===== src/rtl/dual_port_ram_pkg.sv =====
// Shared types and constants for the clearable dual-port RAM.
package dual_port_ram_pkg;

    localparam int unsigned BYTE_WIDTH = 8;

    typedef enum logic {
        INIT  = 1'b0,
        READY = 1'b1
    } state_e;

endpackage


===== src/rtl/dual_port_ram_clr_ctrl.sv =====
// Init/clear sequencer: sweeps every address once, then reports ready.
module dual_port_ram_clr_ctrl
    import dual_port_ram_pkg::*;
#(
    parameter int unsigned ADDR_WIDTH = 3
) (
    input  logic                  clk,
    input  logic                  rst_n,
    input  logic                  clear,
    output logic                  ready,
    output logic                  clr_en,
    output logic [ADDR_WIDTH-1:0] clr_addr
);

    localparam int unsigned          MEM_SIZE  = 2 ** ADDR_WIDTH;
    localparam logic [ADDR_WIDTH-1:0] LAST_ADDR = ADDR_WIDTH'(MEM_SIZE - 1);

    state_e                state_q;
    state_e                state_d;
    logic [ADDR_WIDTH-1:0] cnt_q;
    logic [ADDR_WIDTH-1:0] cnt_d;

    // Next-state: single pass over the array, re-armed only by a clear request.
    always_comb begin
        state_d = state_q;
        cnt_d   = cnt_q;
        case (state_q)
            INIT: begin
                if (cnt_q == LAST_ADDR) begin
                    state_d = READY;
                    cnt_d   = '0;
                end else begin
                    cnt_d = cnt_q + ADDR_WIDTH'(1);
                end
            end
            READY: begin
                if (clear) begin
                    state_d = INIT;
                    cnt_d   = '0;
                end
            end
        endcase
    end

    // State, counter and decoded flags registered from next-state.
    always_ff @(posedge clk or negedge rst_n) begin
        if (!rst_n) begin
            state_q <= INIT;
            cnt_q   <= '0;
            ready   <= 1'b0;
            clr_en  <= 1'b1;
        end else begin
            state_q <= state_d;
            cnt_q   <= cnt_d;
            ready   <= (state_d == READY);
            clr_en  <= (state_d == INIT);
        end
    end

    assign clr_addr = cnt_q;

endmodule


===== src/rtl/dual_port_ram_clr.sv =====
// Dual-port RAM with byte enables, registered read and a zeroing sweep on reset/clear.
module dual_port_ram_clr
    import dual_port_ram_pkg::*;
#(
    parameter int unsigned DATA_WIDTH = 32,
    parameter int unsigned ADDR_WIDTH = 3,
    parameter bit          RDW_BYPASS = 1'b1
) (
    input  logic                             clk,
    input  logic                             rst_n,
    input  logic                             clear_i,
    input  logic                             write_en_i,
    input  logic [DATA_WIDTH/BYTE_WIDTH-1:0] byte_en_i,
    input  logic [ADDR_WIDTH-1:0]            write_addr_i,
    input  logic [DATA_WIDTH-1:0]            data_i,
    input  logic                             read_en_i,
    input  logic [ADDR_WIDTH-1:0]            read_addr_i,
    output logic [DATA_WIDTH-1:0]            data_o,
    output logic                             rd_valid_o,
    output logic                             ready_o
);

    localparam int unsigned NUM_BYTES = DATA_WIDTH / BYTE_WIDTH;
    localparam int unsigned MEM_SIZE  = 2 ** ADDR_WIDTH;

    logic [DATA_WIDTH-1:0] mem [MEM_SIZE];

    logic                  ready;
    logic                  clr_en;
    logic [ADDR_WIDTH-1:0] clr_addr;
    logic                  wr_ok;
    logic                  rd_ok;
    logic [DATA_WIDTH-1:0] old_word;
    logic [DATA_WIDTH-1:0] merge_word;
    logic [DATA_WIDTH-1:0] rd_word;

    dual_port_ram_clr_ctrl #(
        .ADDR_WIDTH (ADDR_WIDTH)
    ) u_ctrl (
        .clk      (clk),
        .rst_n    (rst_n),
        .clear    (clear_i),
        .ready    (ready),
        .clr_en   (clr_en),
        .clr_addr (clr_addr)
    );

    // A clear request wins over any access presented in the same cycle.
    assign wr_ok = ready && !clear_i && write_en_i;
    assign rd_ok = ready && !clear_i && read_en_i;

    // Byte-merged write word and read source, with optional new-data forwarding.
    always_comb begin
        old_word = mem[write_addr_i];
        merge_word = old_word;
        for (int unsigned b = 0; b < NUM_BYTES; b++) begin
            if (byte_en_i[b]) begin
                merge_word[b*BYTE_WIDTH +: BYTE_WIDTH] = data_i[b*BYTE_WIDTH +: BYTE_WIDTH];
            end
        end
        rd_word = mem[read_addr_i];
        if (RDW_BYPASS && wr_ok && (write_addr_i == read_addr_i)) begin
            rd_word = merge_word;
        end
    end

    // Array update: init sweep zeroes one word per cycle, otherwise byte-enabled writes.
    always_ff @(posedge clk) begin
        if (clr_en) begin
            mem[clr_addr] <= '0;
        end else if (wr_ok) begin
            for (int unsigned b = 0; b < NUM_BYTES; b++) begin
                if (byte_en_i[b]) begin
                    mem[write_addr_i][b*BYTE_WIDTH +: BYTE_WIDTH] <= data_i[b*BYTE_WIDTH +: BYTE_WIDTH];
                end
            end
        end
    end

    // Registered read port; data holds between reads, valid pulses per read.
    always_ff @(posedge clk or negedge rst_n) begin
        if (!rst_n) begin
            data_o     <= '0;
            rd_valid_o <= 1'b0;
        end else begin
            rd_valid_o <= rd_ok;
            if (rd_ok) begin
                data_o <= rd_word;
            end
        end
    end

    assign ready_o = ready;

endmodule


===== config.mk =====
export PLATFORM = sky130hd
export DESIGN_NAME = dual_port_ram_clr
export DESIGN_NICKNAME = d
export VERILOG_FILES = /design/src/rtl/dual_port_ram_pkg.sv /design/src/rtl/dual_port_ram_clr_ctrl.sv /design/src/rtl/dual_port_ram_clr.sv
export SDC_FILE = /design/constraint.sdc
export NUM_CORES = 1
export LEC_CHECK = 0
export CELL_PAD_IN_SITES_DETAIL_PLACEMENT = 1
export CELL_PAD_IN_SITES_GLOBAL_PLACEMENT = 1
export CORE_AREA = 2 2 164 166
export CTS_CLUSTER_DIAMETER = 40
export DETAILED_ROUTE_END_ITERATION = 8
export DIE_AREA = 0 0 166 168
export GPL_TIMING_DRIVEN = 0
export PLACE_DENSITY = 0.83
export SYNTH_ARGS = -nofsm -noshare
export SYNTH_HDL_FRONTEND = slang
export SYNTH_SLANG_ARGS = --single-unit

===== constraint.sdc =====
create_clock -name clk -period 6.69 [get_ports clk]
set_input_delay 1.338 -clock clk [delete_from_list [all_inputs] [get_ports clk]]
set_output_delay 1.338 -clock clk [all_outputs]
set_load 0.05 [all_outputs]

==> results of run 1 <==
## where the power goes
part	internal, mW	switching (mW)
registers	2.60	0.320
logic	0.725	1.19
clock network	1.31	0.919
total	4.64	2.43
## routing by layer
metal  GRT usage (%)  vias up  wire length (um)
li1                -     3581                 -
met1            44.7     4821             16700
met2            53.3      736             21800
met3            7.17      193              4730
met4            17.6        0              2630
met5               0        -                 0
## flip-flops by register name, indices dropped and copies added, names as in the netlist
signal	cells
mem	256
u_ctrl.clr_en	1
data_o	32
u_ctrl.ready	1
rd_valid_o	1
u_ctrl.clr_addr	3
## Yosys cell counts, types with 2 or more instances
| cell | n |
|---|---|
| mux2_2 | 37 |
| a221o_1 | 21 |
| nor3b_1 | 7 |
| nor4_1 | 10 |
| mux4_2 | 125 |
| buf_2 | 23 |
| mux2i_1 | 13 |
| xor2_2 | 2 |
| nor3_1 | 53 |
| a21oi_1 | 6 |
| a221oi_1 | 2 |
| nor2b_1 | 8 |
| a22oi_1 | 2 |
| a2111oi_0 | 2 |
| buf_1 | 6 |
| o22ai_1 | 13 |
| buf_6 | 3 |
| nand2b_1 | 4 |
| nand2_1 | 5 |
| o21ai_0 | 3 |
| a211oi_1 | 3 |
| and2_1 | 24 |
| o21bai_1 | 4 |
| clkbuf_1 | 28 |
| o32ai_1 | 9 |
| edfxtp_1 | 256 |
| buf_4 | 2 |
| or2_2 | 2 |
| a2111oi_4 | 8 |
| nor2_1 | 44 |
| ha_1 | 2 |
| inv_1 | 16 |
| dfrtp_1 | 37 |
## cell usage in the layout (no fill, tap or decap), types with 3 or more instances in the layout
| master | instances |
|---|---|
| inv_8 | 3 |
| clkdlybuf4s50_1 | 73 |
| nand2b_1 | 4 |
| clkbuf_16 | 43 |
| nor4_1 | 10 |
| a21oi_1 | 6 |
| o32ai_1 | 9 |
| clkinv_4 | 3 |
| dfrtp_1 | 37 |
| inv_1 | 16 |
| and2_1 | 24 |
| clkinv_1 | 3 |
| mux4_2 | 125 |
| edfxtp_1 | 256 |
| inv_6 | 9 |
| a221o_1 | 21 |
| clkbuf_1 | 29 |
| nor3_1 | 37 |
| mux2_2 | 37 |
| nor3_2 | 16 |
| buf_1 | 6 |
| nor2_1 | 44 |
| nand2_1 | 5 |
| clkinv_2 | 3 |
| buf_6 | 5 |
| mux2i_1 | 13 |
| nor2b_1 | 8 |
| a2111oi_4 | 8 |
| nor3b_1 | 7 |
| clkinvlp_4 | 6 |
| o21bai_1 | 4 |
| buf_2 | 24 |
| o21ai_0 | 3 |
| o22ai_1 | 13 |
| a211oi_1 | 3 |
## layout make-up
class	instances	area, sq um	share of cell area [%]
inverters	16	60.1	0.358
repair buffers	78	783	4.67
well taps	341	427	2.54
clock buffers	46	1110	6.60
plain buffers	63	307	1.83
multi-input cells	420	5160	30.7
clock inverters	31	303	1.80
flip-flops and latches	294	8640	51.5
## per-stage QoR
stage	utilization [%]	cell area, sq um
finish	63.7	16800
global route	63.7	16800
CTS	63.7	16800
detailed placement	58.3	15400
global placement	57.9	15300
floorplan	-	14100
## how the worst min path moves through the flow
stage                       startpoint                 end  cells after the start
finish                      data_o[28]          data_o[28]                      1
global route                data_o[29]          data_o[29]                      1
CTS                         data_o[28]          data_o[28]                      1
detailed placement           data_o[5]           data_o[5]                      1
global placement            data_o[29]          data_o[29]                      1
floorplan           u_ctrl.clr_addr[1]  u_ctrl.clr_addr[1]                      2
## logic make-up after synthesis
logic type,share of synthesized area [%]
adders and majority gates,0.178
AOI/OAI and AO/OA,5.37
xor gates and xnor gates,0.293
muxes,23.9
buffers and inverters,2.60
and+or+nand+nor,6.35
DFF,61.3
## critical path: stages
cell	delay [ns]
clkdlybuf4s50_1	0.53
nand3b_1	0.36
clkbuf_1	0.42
nor3_4	0.63
mux2i_1	0.97
nor2_1	0.56
==> results by stage, run 1 <==
Outcome:
- The flow ran to the end, and the final reports show no timing, DRC or antenna violations.

Critical path:
- The source of the critical timing path is clear_i.
- The worst reg-to-reg setup slack is between 2 and 3 ns.
- The worst setup path is of the in -> reg kind.
- The endpoint of the worst setup timing path is mem[2][1].
- STA puts the critical path data required time at approximately 6.8 ns.
- The number of cells on the worst reg-to-reg path is 5.
- The worst setup path is captured at a register.
- The worst path arrival time is roughly 4.8 ns.
- The startpoint class of the critical path is an input pin.
- Along the worst path, the maximum fanout reaches 10.
- The worst register-to-register path begins at u_ctrl.ready.
- The capture point of the worst reg-to-reg path is mem[2][1].

Layout:
- The filler cells instantiated in the layout total ~2.3k.
- The area growth from synthesis to layout is 19.2%.
- The number of standard cells in the layout, taps in and fillers out is roughly 1.3k.
- The fraction of layout instances using a drive strength above 1 is about a third.
- In the final design database the tool counted 964 nets.
- The number of antenna diodes in the final layout is 0.

Clocking:
- The clock drives between 200 and 300 sinks.
- The root buffer cell chosen for the clock tree is clkbuf_16.
- The H-tree depth is 2.
- Hold repair after CTS inserted 0 buffers.
- In this run the post-CTS setup repair buffer count came out at 0.
- Post-CTS repair changed the size of 0 cells.
- Clock-pin slew was measured on the worst setup and hold paths at approximately 0.06 ns.
- The buffer depth of the longest clock path is 3.
- The clock reaches the later pin of the worst-skew pair after 0.54 ns.
- The clock tree from TritonCTS is done.
- The number of buffers inserted during clock tree synthesis is 42.

Die:
- The die footprint is between 20000 and 30000 sq um.
- The area of the placeable core is roughly 26000 sq um.
- The starting density of the core is between 50% and 60%.
- In this run the vertical extent of the chip is around 170 um.
- The initialized floorplan defines 60 standard-cell rows.
- During I/O placement, the number of pins put on the boundary was around 80.
- Measured along the x axis, the die boundary spans around 170 um.

Yosys:
- The synthesized design contains slightly below 300 register bits.
- The area of the mapped netlist is roughly 14000 sq um.
- The number of enable-type register cells in the synthesized netlist is roughly 260.
- By area the synthesized netlist is led by edfxtp_1 55%, mux4_2 20%, dfrtp_1 6.6%.
- For this run, the number of Yosys warnings is 0.
- The proportion of register bits with asynchronous set or reset after synthesis is between 10% and 20%.
- The cell count after synthesis is 793.
- Summed over its instances, the top area cell type makes up between 50 and 60% of the synthesized netlist area.
- The cell type contributing the most total cell area after synthesis is edfxtp_1.
- The netlist uses 46 different library cells.
- The number of nets in the synthesized netlist is about 840.
- The predominant post-synthesis flop cell is edfxtp_1.
- The proportion of synthesized chip area in sequential cells is approximately three fifths.
- Dividing the synthesized area by the synthesized cell count gives approximately 18 sq um.

Placement:
- The count of input and output buffers is 74.
- Before CTS, the worst setup slack after placement is around 1.7 ns.
- The detailed placement HPWL is 29000 um.
- After detailed placement, the design holds a cell count of between 1k and 1.5k.
- The congestion estimate from routability-driven global placement came to roughly 0.86.

Detailed routing:
- The final wirelength is ~46000 um.
- The wire length per cell after detailed routing is approximately 36 um.
- The via density per instance is 7.24.
- Once detail routing completed, the nets flagged for antenna violations numbered 0.
- In this run, the number of DRC markers left after iteration 0 of detailed routing was roughly 1.2k.
- The number of remaining DRC errors is 0.
- The final route contains between 9k and 10k vias.
- The pre-antenna-repair detailed-routing pass consisted of 5 iterations.

Timing:
- The final number of max-transition violations is 0.
- The smallest setup slack after layout is 2.00 ns.
- Across all hold checks on the routed design, the worst slack comes to around 0.5 ns.
- Setup violations remaining at the end of the flow were counted as 0.
- On the final layout, the worst clock skew is about 0.015 ns.
- After routing, the total negative slack on setup checks comes to 0 ns.
- The number of endpoints with negative hold slack in the final report is 0.
- Setup repair after global routing left no endpoint under its margin.
- Measured against its own limit, the worst slew margin works out to between 10% and 20%.
- At the pin with the least slew margin, the transition time is between 1 and 1.5 ns.
- The top achievable clock speed is roughly 210 MHz.
- Counting I/O delays and the setup requirement, the final critical path takes about 4.7 ns.
- The final critical-path share of the clock period is a little over two thirds.

GRT:
- The maximum number of pins on one net before global-route repair is 21.
- Global routing consumed, over all layers together, between 30% and 40% of the routing resources.
- The via count of the first global-routing pass is about 10k.
- The first global-routing pass estimated 68000 um of wire.
- The number of antenna violations at the first check in global routing is 0.
- For this run the aggregate overflow at the end of global routing stands at 0.

Power:
- The ratio of total power to cell area is 421 nW/um^2.
- The peak supply drop is 0.270 mV.
- Summing internal, switching and leakage power gives 7.07 mW.
- Summed over all cells, the static leakage comes to 5.38 nW.

Hold path:
- The worst min-delay path class is reg -> reg.

Run:
- The max-cap check violation count is 0.
Power figures use the tool's default switching activity.
==> run 2, diff against run 1 <==
--- a/config.mk
+++ b/config.mk
@@ -7,12 +7,12 @@
 export LEC_CHECK = 0
 export CELL_PAD_IN_SITES_DETAIL_PLACEMENT = 1
 export CELL_PAD_IN_SITES_GLOBAL_PLACEMENT = 1
-export CORE_AREA = 2 2 164 166
+export CORE_AREA = 2 2 168 170
 export CTS_CLUSTER_DIAMETER = 40
 export DETAILED_ROUTE_END_ITERATION = 8
-export DIE_AREA = 0 0 166 168
+export DIE_AREA = 0 0 170 172
 export GPL_TIMING_DRIVEN = 0
-export PLACE_DENSITY = 0.83
+export PLACE_DENSITY = 0.79
 export SYNTH_ARGS = -nofsm -noshare
 export SYNTH_HDL_FRONTEND = slang
 export SYNTH_SLANG_ARGS = --single-unit
==> constraint.sdc (replaced) <==
create_clock -name clk -period 4.7 [get_ports clk]
set_input_delay 0.94 -clock clk [delete_from_list [all_inputs] [get_ports clk]]
set_output_delay 0.94 -clock clk [all_outputs]
set_load 0.05 [all_outputs]
==> run 2 against run 1 <==
Core utilization down 2.3 points. Wire length down 4.4%. Largest power group unchanged. Non-clock buffer count is 2 higher. Worst hold slack lost 0.11 ns. Die area grew 4.8%. Flip-flop and latch count unchanged. Combinational power is 40% higher. Clock-buffer cell count rose by 4. Critical endpoint is now mem[2][29]. Via count fell by 3.8%. Clock power increased by 44%. Global-route usage fell by 2.8 points.
==> results by stage, run 2 (same netlist as run 1, synthesis figures left out) <==
Clocking:
- The H-tree depth is 2 (unchanged).
- The clock tree from TritonCTS is done.
- The number of buffers inserted during clock tree synthesis is 42 (unchanged).
- The number of setup buffers added after CTS is 0 (unchanged).
- The total of cells resized after clock tree synthesis is 0 (unchanged).
- The clock insertion delay at the later pin of the skew report is 0.55 ns (about the same).
- The clock-pin transition on the worst setup and hold timing paths is 0.07 ns (about the same).
- The hold-fix buffer count after cts is 0 (unchanged).
- The root cell of the clock tree is clkbuf_16.
- The count of clock tree sinks is 294 (unchanged).
- The buffer depth of the longest clock path is 3 (unchanged).

Timing:
- For this run, the top clock speed supported by timing is ~240 MHz.
- The clock period minus worst slack is approximately 4.2 ns.
- The final number of max-transition violations is 0 (unchanged).
- The count of endpoints failing setup in the final report came to 0 (unchanged).
- In the finished design, the share of the clock period the worst path needs comes to 89.1%.
- The final clock skew is 0.0257 ns (+0.0103 ns).
- Setup repair after global routing left no endpoint under its margin.
- The summed negative setup slack over all endpoints is 0 ns (unchanged).
- The slew at the pin closest to its max-slew limit is 1.15 ns (-0.122 ns).
- The number of endpoints with negative hold slack in the final report was 0 (unchanged).
- The worst-case headroom to the max-slew limit is 22.7% (+8.6 points).

GRT:
- The maximum number of pins on one net before global-route repair is 21 (unchanged).
- The total routing usage reported by global routing is 30.9% (-2.8 points).
- The remaining global-route overflow came to 0 (unchanged).
- The number of antenna violations at the first check in global routing is 1 (+1).
- The via count of the first global-routing pass is 9869 (-3.5%).
- The wire length of the first global-routing pass is 64100 um (-5.7%).

Critical path:
- STA classifies the critical path endpoint as a register.
- The family with the most delay on the worst path is simple AND/OR/NAND/NOR gates.
- The critical path goes through clkdlybuf4s50_1 > nand3b_1 > clkbuf_1 > nor3_4 > mux2i_1 > nor2_1.
- The worst setup path is launched from an input pin.
- The worst path arrival time is 4.34 ns (-0.49 ns).
- The maximum single-stage delay on the critical path is 0.92 ns (-0.05 ns).
- The master of the slowest instance on the critical path is mux2i_1.
- The maximum fanout encountered on the critical timing path is 10 (unchanged).
- The worst reg-to-reg setup slack is 0.99 ns (-1.85 ns).
- The type of the worst setup path is in -> reg.
- The worst path required time is 4.85 ns (-1.98 ns).
- The worst path buffer plus inverter count is 2 (unchanged).

Layout:
- In the layout the commonest cells are 256 x edfxtp_1, 125 x mux4_2, 73 x clkdlybuf4s50_1, 45 x clkbuf_16, 44 x nor2_1.
- The relative area change from synthesis to final layout is 19.7%.
- The filler cell count in the final layout is 2391 (+6.2%).
- mem holds more flip-flops than any other register.
- The most frequent standard cell in the layout excluding fill and tap cells is edfxtp_1.
- The layout net count is 966 (+0.21%).
- The flip-flop count of the largest register, all copies and words added was 256 (unchanged).
- The fraction of layout instances using a drive strength above 1 is 32.1% (+0.21 points).
- The area taken by flip-flops and latches is 8640 sq um (unchanged).
- The multi-input gate area in the final layout is 5160 sq um (unchanged).

Die:
- The area of the placeable core is 27500 sq um (+4.3%).
- The die span in x was 170 um (+2.4%).
- The number of core rows came to 61 (+1.7%).
- The number of top-level pins is 81 (unchanged).
- The die footprint was 29200 sq um (+4.8%).
- The die span in y is 172 um (+2.4%).
- The starting density of the core is 51.3% (-2.2 points).

Placement:
- The detailed placement HPWL is 28300 um (-2.5%).
- The placer congestion estimate came to 0.839 (-2.8%).
- The count of input and output buffers is 74 (unchanged).

Detailed routing:
- The final wirelength is 43800 um (-4.4%).
- The wire length per cell after detailed routing is 33.8 um (-5.1%).
- The via density per instance is 6.92 (-4.5%).
- The starting DRC count in detailed routing is 848 (-27%).
- The first-pass detailed-route iteration total is 4 (-1).
- The count of vias placed by the detailed router is 8978 (-3.8%).
- The number of remaining DRC errors came to 0 (unchanged).
- The post-route antenna net violation count was 0 (unchanged).

Hold path:
- The worst min-delay path class is in -> async.

Power:
- The peak supply drop is 0.403 mV (+49%).
- The ratio of total power to cell area was 595 nW/um^2 (+41%).
- The total power is 10.0 mW (+42%).
- The total leakage power is 5.42 nW (+0.76%).

Outcome:
- The flow ran to the end, and the final reports show no timing, DRC or antenna violations.

Run:
- The max-cap check violation count is 0 (unchanged).
-- run 2: cell types whose count changed in the layout (fill, tap and decap cells not counted), sizes merged --
cell and change:
diode +1, clkinv +4, buf +3, clkinvlp -1, bufinv +1, clkbuf +3
inv -7
-- run 2: layout make-up --
cell class,count,share of cell area [%]
antenna,1,0.0148
buffer,63,1.82
clock buffer,50,6.97
clock inverter,28,1.64
inverter,16,0.356
multi-input combinational,420,30.6
sequential,294,51.2
tap,346,2.57
timing repair buffer,80,4.79
-- run 2: power breakdown --
group / internal (mW) / switching (mW) / leakage, nW
Sequential: 3.70 / 0.422 / 2.70
Clock: 1.98 / 1.24 / 0.704
Combinational: 1.04 / 1.65 / 2.02
-- run 2: final timing paths --
check	from	cells past startpoint	to
setup / recovery	clear_i	6	mem[2][29]
hold / removal	rst_n	1	data_o[30]
setup reg to reg	u_ctrl.ready	5	mem[2][29]
hold reg to reg	data_o[5]	1	data_o[5]
max in group asynchronous	rst_n	2	u_ctrl.clr_en
min in group clk	data_o[5]	1	data_o[5]
-- run 2: layer usage --
metal	global-route usage, %	routed length, um
met4	15.7	2150
met1	39.4	16300
met2	50.4	21300
met3	7.16	4100
met5	0	0
-- run 2: through the flow --
stage | utilization [%] | instances | area, sq um | hold WS (ns) | setup slack (ns)
floorplan | - | 793 | 14100 | 0.529 | 1.44
finish | 61.4 | 1298 | 16900 | 0.400 | 0.511
detailed placement | 56.1 | 1219 | 15400 | 0.506 | 0.0674
global route | 61.4 | 1298 | 16900 | 0.430 | 0.435
CTS | 61.4 | 1297 | 16900 | 0.417 | 0.604
global placement | 55.5 | 1213 | 15300 | 0.496 | -0.354
==> run 3, diff against run 2 <==
--- a/config.mk
+++ b/config.mk
@@ -5,12 +5,13 @@
 export SDC_FILE = /design/constraint.sdc
 export NUM_CORES = 1
 export LEC_CHECK = 0
+export ABC_AREA = 1
 export CELL_PAD_IN_SITES_DETAIL_PLACEMENT = 1
 export CELL_PAD_IN_SITES_GLOBAL_PLACEMENT = 1
-export CORE_AREA = 2 2 168 170
+export CORE_AREA = 2 2 185 187
 export CTS_CLUSTER_DIAMETER = 40
 export DETAILED_ROUTE_END_ITERATION = 8
-export DIE_AREA = 0 0 170 172
+export DIE_AREA = 0 0 187 189
 export GPL_TIMING_DRIVEN = 0
 export PLACE_DENSITY = 0.79
 export SYNTH_ARGS = -nofsm -noshare
==> run 3 against run 2 <==
The run now ends with max-capacitance violations, max-slew violations left. Register-to-register slack improved by 0.63 ns. Area after synthesis grew 8.1%. Critical path type unchanged. Fmax is 4.4% higher.
==> results by stage, run 3 <==
Yosys:
- For this run, the leading register cell type out of synthesis is edfxtp_1.
- The total of flip-flops plus latches after synthesis is 294 (unchanged).
- The proportion of register bits with asynchronous set or reset after synthesis is 12.9% (unchanged).
- By instance count, the leading cell after synthesis is nand2_1.
- The area of the mapped netlist is 15200 sq um (+8.1%).
- The cell count after synthesis is 1776 (+120%).
- The cell type contributing the most total cell area after synthesis is edfxtp_1.
- In the synthesized netlist, the cells that appear most often are 559 x nand2_1, 338 x nand3_1, 256 x edfxtp_1, 178 x nor2_1, 89 x inv_1.
- The post-synthesis area per instance is 8.57 sq um (-52%).
- The number of enable-type register cells in the synthesized netlist is 256 (unchanged).
- The distinct cell type count after synthesis is 31 (-33%).
- The proportion of synthesized chip area in sequential cells is 56.7% (-4.6 points).
- The number of nets produced by synthesis was 1825 (+120%).
- Sorting the synthesized cells by area gives the leading types as edfxtp_1 50%, nand2_1 14%, nand3_1 11%.
- The number of warnings issued by yosys was 0 (unchanged).
- The top cell type's share of synthesized area came to 50.5% (-4.1 points).

Layout:
- Compared with the post-synthesis result, the final layout area differs by 19.5%.
- The most frequent standard cell in the layout excluding fill and tap cells is nand2_1.
- Counting flops per register, the top entry is mem.
- The fraction of layout instances using a drive strength above 1 is 11.6% (-21 points).
- The final non-filler cell area is 18200 sq um (+7.9%).
- The flip-flop count of the largest register, all copies and words added is 256 (unchanged).
- The layout net count came to 1954 (+100%).
- The library cells used most frequently in the layout, excluding fill and tap cells, are 559 x nand2_1, 338 x nand3_1, 256 x edfxtp_1, 173 x nor2_1, 89 x inv_1.
- The filler cell count in the final layout is 3935 (+65%).
- The multi-input gate area in the final layout is 5680 sq um (+10%).
- The area taken by flip-flops and latches came to 8640 sq um (unchanged).

Power:
- The fraction of power consumed by the clock network was 33.6% (+1.5 points).
- The switching power was 4.01 mW (+21%).
- The total power is 10.5 mW (+4.4%).
- The total leakage power came to 7.58 nW (+40%).
- The peak supply drop came to 0.352 mV (-13%).
- The proportion of total power due to net switching was 38.3% (+5.2 points).
- The fraction of power consumed by combinational cells is 27.9% (+1.1 points).
- The internal power of the cells is 6.47 mW (-3.7%).
- The ratio of total power to cell area is 576 nW/um^2 (-3.3%).
- The register share of total power was 38.5% (-2.6 points).

Die:
- The starting density of the core is 45.7% (-5.5 points).
- The die span in x is 187 um (+10%).
- The number of top-level pins is 81 (unchanged).
- The die footprint is 35300 sq um (+21%).
- The number of core rows is 67 (+9.8%).
- The area of the placeable core was 33300 sq um (+21%).
- The die span in y came to 189 um (+9.9%).

Detailed routing:
- The post-route antenna net violation count is 0 (unchanged).
- The number of remaining DRC errors was 0 (unchanged).
- The starting DRC count in detailed routing is 1768 (+110%).
- The final wirelength came to 66900 um (+53%).
- The first-pass detailed-route iteration total is 7 (+3).
- The count of vias placed by the detailed router is 14.7k (+64%).
- The wire length per cell after detailed routing is 27.9 um (-17%).
- The via density per instance is 6.15 (-11%).

Outcome:
- The checks that failed: max-capacitance violations, max-slew violations.
- The run finished, with violations left.

Hold path:
- The worst min-delay path class is in -> async.

Critical path:
- In this run the critical register-to-register path is captured at mem[2][26].
- Counting stages on the worst path, the most repeated cell is nand2_1.
- The maximum fanout encountered on the critical timing path is 10 (unchanged).
- The startpoint class of the critical path is an input pin.
- The cell count of the worst reg-to-reg path was 6 (+1).
- The worst path arrival time came to 4.19 ns (-0.15 ns).
- The worst setup path is of the in -> reg kind.
- The worst path buffer plus inverter count is 3 (+1).
- The maximum single-stage delay on the critical path was 1.24 ns (+0.32 ns).
- The signal on the critical path passes through clkdlybuf4s50_1 > buf_2 > buf_1 > nand2_1 > nand2_1 > nand3_2 > nor2_1.
- The worst setup path is captured at a register.
- The worst path required time is 4.88 ns (+0.03 ns).
- The worst reg-to-reg setup slack is 1.62 ns (+0.63 ns).
- The slowest stage of the critical path is the nor2_1 cell.
- The family with the most delay on the worst path is simple AND/OR/NAND/NOR gates.
- The startpoint identified for the worst register-to-register timing path is u_ctrl.clr_en.

Placement:
- The area of placed instances is 16600 sq um (+7.6%).
- The detailed placement HPWL was 45700 um (+62%).
- The count of input and output buffers is 77 (+4.1%).
- The placer congestion estimate is 0.961 (+15%).

Timing:
- The slew at the pin closest to its max-slew limit came to 1.63 ns (+0.476 ns).
- The clock period minus worst slack is 4.01 ns (-0.177 ns).
- The final critical-path share of the clock period is 85.4% (-3.8 points).
- The count of endpoints failing setup in the final report was 0 (unchanged).
- The number of endpoints with negative hold slack in the final report is 0 (unchanged).
- The worst hold margin is 0.214 ns (-0.186 ns).
- The final clock skew is 0.0219 ns (-0.00378 ns).
- Setup repair after global routing left no endpoint under its margin.
- The top achievable clock speed was 249 MHz (+4.4%).
- The summed negative setup slack over all endpoints is 0 ns (unchanged).
- The final number of max-transition violations came to 36 (+36).
- The worst-case headroom to the max-slew limit is -9.08% (-32 points).

Clocking:
- The clock insertion delay at the later pin of the skew report is 0.59 ns (+0.04 ns).
- The H-tree depth was 2 (unchanged).
- The total of cells resized after clock tree synthesis is 0 (unchanged).
- The buffer depth of the longest clock path is 3 (unchanged).
- The number of setup buffers added after CTS is 0 (unchanged).
- The count of clock tree sinks is 294 (unchanged).
- The clock-pin transition on the worst setup and hold timing paths is 0.06 ns (about the same).
- The root cell of the clock tree is clkbuf_16.
- The number of buffers inserted during clock tree synthesis is 48 (+14%).
- The clock tree from TritonCTS is done.
- The hold-fix buffer count after cts was 0 (unchanged).

GRT:
- The met3 track demand over resource is 11.5% (+4.3 points).
- The number of antenna violations at the first check in global routing was 1 (unchanged).
- The met1 capacity usage during global routing was 45.4% (+6.0 points).
- The routing layer with the top usage in global route is met2.
- The via count of the first global-routing pass is 15.1k (+53%).
- The maximum number of pins on one net before global-route repair came to 32 (+52%).
- The remaining global-route overflow was 0 (unchanged).
- The total routing usage reported by global routing is 38.0% (+7.1 points).
- The wire length of the first global-routing pass came to 97000 um (+51%).
- The fraction of met2 tracks used by global routing came to 60.7% (+10 points).

Run:
- The max-cap check violation count is 4 (+4).
run 3: changes by cell type in the layout (fill, tap and decap cells not counted), sizes merged, moves of 37 or more:
cell,previous run,this run
nor3,54,0
mux2,37,0
nand3,0,346
mux4,125,0
buf,42,80
nand2,5,567
a21oi,6,43
inv,21,114
nor2,44,197
o21ai,3,57
run 3: power groups by stage:
stage	logic [mW]	registers, mW	clock network [mW]
after floorplan	1.23	4.38	0
after global placement	2.71	4.01	0
after detailed placement	2.80	4.06	0
after CTS	2.83	4.02	3.51
after global routing	3.06	4.09	3.62
final	2.92	4.03	3.52
run 3: cell type report:
type                    count  share of cell area [%]
flip-flops and latches    294                    47.5
well taps                 448                    3.08
repair buffers             79                    4.39
clock inverters            40                    2.00
clock buffers              50                    6.76
inverters                  96                    1.98
plain buffers             117                    3.04
diodes                      1                  0.0138
multi-input cells        1269                    31.2
run 3: logic make-up (layout without fill, tap and decap cells):
kind of cell | count (synthesis) | in the layout | share of synthesized area (%)
and+or+nand+nor | 1133 | 1133 | 32.0
adders and majority gates | 2 | 2 | 0.164
buffers and inverters | 213 | 382 | 6.00
other | 0 | 1 | 0
xor gates and xnor gates | 2 | 2 | 0.115
DFF | 294 | 294 | 56.7
AOI/OAI and AO/OA | 132 | 132 | 5.01
run 3: worst max-delay path by stage:
| stage | endpoint | slack (ns) | start | cells past startpoint |
|---|---|---|---|---|
| finish | mem[2][26] | 0.69 | write_addr_i[1] | 7 |
| global route | mem[0][3] | 0.74 | write_addr_i[1] | 8 |
| CTS | mem[6][16] | 0.79 | write_addr_i[2] | 7 |
| detailed placement | mem[6][16] | 0.20 | write_addr_i[2] | 7 |
| global placement | mem[7][22] | 0.29 | write_addr_i[2] | 7 |
| floorplan | mem[0][0] | 2.13 | write_addr_i[1] | 7 |
run 3: metal layers:
metal  part of all wire, %  up-vias
met5                 0.019        -
met4                   6.8        2
met3                    11      313
met2                    45      942
met1                    37     7242
li1                      -     6229
run 3: metrics by stage:
| step | util (%) | worst slack (ns) | cells |
|---|---|---|---|
| floorplan | - | 2.13 | 1776 |
| global placement | 49.7 | 0.288 | 2301 |
| detailed placement | 49.8 | 0.198 | 2302 |
| CTS | 54.6 | 0.793 | 2392 |
| global route | 54.7 | 0.738 | 2393 |
| finish | 54.7 | 0.688 | 2394 |
